==> config.mk <==
export PLATFORM = sky130hd
export DESIGN_NAME = fp_alu_arbiter
export DESIGN_NICKNAME = d
export VERILOG_FILES = /design/src/rtl/fp_alu_arbiter.sv
export SDC_FILE = /design/constraint.sdc
export NUM_CORES = 1
export LEC_CHECK = 0
export BUFFER_PORTS_ARGS = -buffer_cell sky130_fd_sc_hd__clkbuf_2
export CORE_MARGIN = 8
export CORE_UTILIZATION = 41
export CTS_CLUSTER_DIAMETER = 50
export DETAILED_ROUTE_END_ITERATION = 6
export PLACE_DENSITY_LB_ADDON = 0.15
export SLEW_MARGIN = 20
export SYNTH_ARGS = -nofsm -noshare
export SYNTH_HDL_FRONTEND = slang
export SYNTH_SLANG_ARGS = --single-unit
==> constraint.sdc <==
create_clock -name clk -period 1.55 [get_ports clk]
set_input_delay 0.0775 -clock clk [delete_from_list [all_inputs] [get_ports clk]]
set_output_delay 0.0775 -clock clk [all_outputs]
set_load 0.01 [all_outputs]
==> src/rtl/fp_alu_arbiter.sv <==
// Round-robin arbiter sharing one combinational FP ALU between two valid/ready requesters.
// Define FPALU_ARB_STATS_EN to add saturating per-requester grant counters.
module fp_alu_arbiter #(
    parameter int W       = 32,
    parameter int ALU_LAT = 1
`ifdef FPALU_ARB_STATS_EN
    ,
    parameter int CNT_W   = 16
`endif
) (
    input  logic             clk,
    input  logic             rst,
    input  logic             req0_valid,
    output logic             req0_ready,
    input  logic [W-1:0]     req0_a,
    input  logic [W-1:0]     req0_b,
    input  logic             req0_op,
    input  logic             req1_valid,
    output logic             req1_ready,
    input  logic [W-1:0]     req1_a,
    input  logic [W-1:0]     req1_b,
    input  logic             req1_op,
    output logic             rsp0_valid,
    input  logic             rsp0_ready,
    output logic [W-1:0]     rsp0_result,
    output logic             rsp1_valid,
    input  logic             rsp1_ready,
    output logic [W-1:0]     rsp1_result,
    output logic [W-1:0]     alu_a,
    output logic [W-1:0]     alu_b,
    output logic             alu_select,
    input  logic [W-1:0]     alu_result,
    output logic             busy
`ifdef FPALU_ARB_STATS_EN
    ,
    output logic [CNT_W-1:0] grant0_count,
    output logic [CNT_W-1:0] grant1_count
`endif
);

    typedef enum logic [1:0] {IDLE, WAIT, RESP} state_t;

    localparam logic [3:0] LAT_M1 = 4'(ALU_LAT - 1);

    state_t         state_q, state_d;
    logic           last_grant_q, last_grant_d;
    logic           owner_q, owner_d;
    logic [3:0]     cnt_q, cnt_d;
    logic [W-1:0]   alu_a_q, alu_a_d;
    logic [W-1:0]   alu_b_q, alu_b_d;
    logic           alu_sel_q, alu_sel_d;
    logic           rsp0_valid_q, rsp0_valid_d;
    logic           rsp1_valid_q, rsp1_valid_d;
    logic [W-1:0]   rsp0_result_q, rsp0_result_d;
    logic [W-1:0]   rsp1_result_q, rsp1_result_d;
    logic           winner;
    logic           owner_rsp_ready;

    // Contest goes to the requester that did not win last; a lone requester always wins.
    always_comb begin
        if (req0_valid && req1_valid) begin
            winner = ~last_grant_q;
        end else begin
            winner = req1_valid;
        end
    end

    assign owner_rsp_ready = owner_q ? rsp1_ready : rsp0_ready;

    always_comb begin
        state_d       = state_q;
        last_grant_d  = last_grant_q;
        owner_d       = owner_q;
        cnt_d         = cnt_q;
        alu_a_d       = alu_a_q;
        alu_b_d       = alu_b_q;
        alu_sel_d     = alu_sel_q;
        rsp0_valid_d  = rsp0_valid_q;
        rsp1_valid_d  = rsp1_valid_q;
        rsp0_result_d = rsp0_result_q;
        rsp1_result_d = rsp1_result_q;
        req0_ready    = 1'b0;
        req1_ready    = 1'b0;
        case (state_q)
            IDLE: begin
                if (req0_valid || req1_valid) begin
                    req0_ready   = ~winner;
                    req1_ready   = winner;
                    owner_d      = winner;
                    last_grant_d = winner;
                    cnt_d        = LAT_M1;
                    alu_a_d      = winner ? req1_a  : req0_a;
                    alu_b_d      = winner ? req1_b  : req0_b;
                    alu_sel_d    = winner ? req1_op : req0_op;
                    state_d      = WAIT;
                end
            end
            WAIT: begin
                if (cnt_q == 4'd0) begin
                    if (owner_q) begin
                        rsp1_valid_d  = 1'b1;
                        rsp1_result_d = alu_result;
                    end else begin
                        rsp0_valid_d  = 1'b1;
                        rsp0_result_d = alu_result;
                    end
                    state_d = RESP;
                end else begin
                    cnt_d = cnt_q - 4'd1;
                end
            end
            RESP: begin
                if (owner_rsp_ready) begin
                    rsp0_valid_d = 1'b0;
                    rsp1_valid_d = 1'b0;
                    state_d      = IDLE;
                end
            end
            default: state_d = IDLE;
        endcase
    end

    always_ff @(posedge clk) begin
        if (rst) begin
            state_q       <= IDLE;
            last_grant_q  <= 1'b1;
            owner_q       <= 1'b0;
            cnt_q         <= '0;
            alu_a_q       <= '0;
            alu_b_q       <= '0;
            alu_sel_q     <= 1'b0;
            rsp0_valid_q  <= 1'b0;
            rsp1_valid_q  <= 1'b0;
            rsp0_result_q <= '0;
            rsp1_result_q <= '0;
        end else begin
            state_q       <= state_d;
            last_grant_q  <= last_grant_d;
            owner_q       <= owner_d;
            cnt_q         <= cnt_d;
            alu_a_q       <= alu_a_d;
            alu_b_q       <= alu_b_d;
            alu_sel_q     <= alu_sel_d;
            rsp0_valid_q  <= rsp0_valid_d;
            rsp1_valid_q  <= rsp1_valid_d;
            rsp0_result_q <= rsp0_result_d;
            rsp1_result_q <= rsp1_result_d;
        end
    end

    assign alu_a       = alu_a_q;
    assign alu_b       = alu_b_q;
    assign alu_select  = alu_sel_q;
    assign rsp0_valid  = rsp0_valid_q;
    assign rsp1_valid  = rsp1_valid_q;
    assign rsp0_result = rsp0_result_q;
    assign rsp1_result = rsp1_result_q;
    assign busy        = (state_q != IDLE);

`ifdef FPALU_ARB_STATS_EN
    logic [1:0]       grant_hs;
    logic [CNT_W-1:0] grant_cnt_q [2];

    assign grant_hs = {req1_ready, req0_ready};

    generate
        for (genvar gi = 0; gi < 2; gi++) begin : g_grant_cnt
            always_ff @(posedge clk) begin
                if (rst) begin
                    grant_cnt_q[gi] <= '0;
                end else if (grant_hs[gi] && (grant_cnt_q[gi] != {CNT_W{1'b1}})) begin
                    grant_cnt_q[gi] <= grant_cnt_q[gi] + 1'b1;
                end
            end
        end
    endgenerate

    assign grant0_count = grant_cnt_q[0];
    assign grant1_count = grant_cnt_q[1];
`endif

endmodule

==> run_results.csv <==
group,metric,value,unit
run,cap_violations,0,
finish,layout-drive-gt1-share,34.7,%
floorplan,die_h,136,um
timing,finalHoldViolations,0,
logic_synthesis,ys.flop_type,"dfxtp_1",
timing,finClkSkew,0.00744,ns
worst_hold_path,hp-class,"in -> reg",
logic_synthesis,synthMostInstantiatedCell,"nand2_1",
global_route,grt_pass1_vias,7148,
detailed_routing,drt_pass1_iterations,6,
detailed_routing,via_count,7050,
logic_synthesis,synth_top_area_share,47.4,%
critical_path,worstPathArrival,1.86,ns
floorplan,io_pins,302,
clocking,clock-sinks,139,
logic_synthesis,syn_nets,830,
global_route,grt_overflow,0,
critical_path,worstSetupPathType,"reg -> reg",
clocking,cts_made_buffers,17,
critical_path,end_kind,"flop",
global_route,grt_pass1_wl,37200,um
placement,gp_congestion,0.789,
global_route,grt_start_max_net_pins,56,
logic_synthesis,yosys_warnings,0,
timing,min_period_over_period,98.6,%
logic_synthesis,syn_inst,660,
placement,pre_cts_ws,0.0330,ns
critical_path,crit_fanout,8,
timing,worst_slack,0.0221,ns
timing,setup_viol,0,
status,outcome,"finished clean",
logic_synthesis,synth_seq_cells,139,
clocking,cts-htree-levels,4,
logic_synthesis,synth_top_cells_by_area,"dfxtp_1, nand2_1, mux2i_1",
timing,period_minus_slack,1.53,ns
detailed_routing,drc,0,
placement,post-dp-hpwl,15000,um
power,p_leak,4.77,nW
detailed_routing,wl,24800,um
timing,tightest_slew,0.535,ns
placement,dpl_cell_area,7530,um^2
detailed_routing,postRouteAntennaNets,0,
logic_synthesis,synth_area,5870,um^2
logic_synthesis,synth_edf_count,0,
detailed_routing,viasPerCell,5.39,
logic_synthesis,avgSynthCellArea,8.89,um^2
power,peakVddDrop,0.602,mV
floorplan,die_area,18400,um^2
finish,fill_cells,1012,
power,pwr_density_cell,1060,nW/um^2
timing,max_slew_margin,64.3,%
global_route,antenna_found_initial,4,
clocking,clk_path_buf_depth,2,
logic_synthesis,synth_top_area_cell,"dfxtp_1",
floorplan,rows,43,
detailed_routing,wl_per_cell,19.0,um
critical_path,crit_path_start_kind,"flop",
logic_synthesis,synth-seq-area-share,47.4,%
detailed_routing,drtIter0Drc,564,
timing,max_freq,655,MHz
logic_synthesis,ys_types,37,
clocking,clk_latency,0.41,ns
timing,fin_setup_tns,0,ns
critical_path,required,1.88,ns
logic_synthesis,synthTopCellsByCount,"nand2_1, dfxtp_1, mux2i_1",
clocking,root_buffer,"clkbuf_16",
finish,syn_to_final_growth,70.0,%
floorplan,core_area,13900,um^2
placement,port_buffers,301,
finish,stdcell_area,9970,um^2
floorplan,die_width,136,um
timing,drv_slew,0,
clocking,cts_tree,"built",
clocking,path_clk_slew,0.06,ns
finish,num-nets-final,1282,
logic_synthesis,synthArstFlopShare,0,%
floorplan,start_util,42.1,%
global_route,grt_use_total,25.4,%
-- final timing paths --
path                               start                          end  slack (ns)  depth (start not counted)
min reg2reg  rsp0_result[8]$_SDFFE_PP0P_  rsp0_result[8]$_SDFFE_PP0P_        0.46                          2
min                                  rst    last_grant_q$_SDFFE_PP1P_        0.02                          3
max reg2reg        cnt_q[0]$_SDFFE_PP0P_  rsp1_result[0]$_SDFFE_PP0P_        0.02                          7
max                cnt_q[0]$_SDFFE_PP0P_  rsp1_result[0]$_SDFFE_PP0P_        0.02                          7
-- stage by stage --
stage,cells,hold slack (ns),power (mW),util (%)
after floorplan,660,0.215,5.30,-
after global placement,1098,0.301,6.21,54.1
after detailed placement,1098,0.306,6.22,54.1
after CTS,1290,0.000106,10.4,69.9
after global routing,1309,0.0216,11.0,71.6
final,1309,0.0210,10.5,71.6
-- critical path, cell delays in order, from the launching register on --
cell,delay [ns]
dfxtp_2,0.35
inv_2,0.04
ha_2,0.17
and4bb_1,0.23
nand3b_1,0.14
buf_12,0.15
clkbuf_16,0.17
mux2i_1,0.20
-- routing by layer --
| layer | up-vias | share of wire (%) | track usage, % |
|---|---|---|---|
| met2 | 454 | 47 | 40.0 |
| met5 | - | 0 | 0 |
| li1 | 3280 | - | - |
| met3 | 109 | 11 | 10.4 |
| met4 | 0 | 5.2 | 16.5 |
| met1 | 3207 | 37 | 27.8 |
-- state kept, by name (all words and copies together), names as in the netlist --
name / count
alu_a: 32
alu_b: 32
rsp0_result: 32
rsp1_result: 32
cnt_q: 4
state_q: 2
alu_select: 1
last_grant_q: 1
owner_q: 1
rsp0_valid: 1
rsp1_valid: 1
-- layout by cell type, fill, tap and decap left out, types with 2 or more instances in the layout --
master,n
buf_12,11
clkinvlp_4,4
a31oi_1,15
dfxtp_1,134
o221ai_1,2
dlygate4sd3_1,155
or4_1,2
dfxtp_2,5
clkinv_4,4
diode_2,4
buf_4,23
mux2i_1,65
and4_1,10
inv_1,3
or3_1,3
bufbuf_16,2
nand3b_1,2
a21oi_1,47
nand4_1,15
clkinv_2,4
o21ai_0,21
a21boi_1,2
nand2_1,180
inv_2,3
clkbuf_16,21
nand2b_1,2
a221o_1,9
buf_6,3
nor2_1,3
nand3_1,16
clkbuf_2,301
a311oi_1,41
-- timing repair --
action | CTS | global route
hold endpoints to repair | 129 | 0
hold buffers | 155 | 0
endpoints found under the setup margin | 3 | 73
buffers inserted | 3 | 10
resized for setup | 5 | 10
gates cloned | 2 | 5
pin swaps | 1 | 2
-- cells by family after synthesis --
| family | Yosys count | synth area share, % |
|---|---|---|
| AND/OR/NAND/NOR | 241 | 18.2 |
| buffers and inverters | 72 | 6.59 |
| adder cells (fa/ha/maj) | 2 | 0.427 |
| flip-flops | 139 | 47.4 |
| AO/OA/AOI/OAI | 141 | 16.3 |
| multiplexers | 65 | 11.1 |
-- cell type report --
cell class              count  area (um^2)  area share [%]
repair buffers            499         3650            36.6
inverters                   6         22.5           0.226
diodes                      4         10.0           0.100
clock inverters            14          124            1.24
multi-input cells         449         2720            27.3
flip-flops and latches    139         2790            28.0
clock buffers              18          429            4.30
well taps                 180          225            2.26
-- where the power goes --
part | internal, mW | leakage [nW] | switching (mW)
logic | 1.28 | 3.37 | 1.34
registers | 3.92 | 1.14 | 0.204
clock network | 2.21 | 0.262 | 1.58
Power figures use the tool's default switching activity.
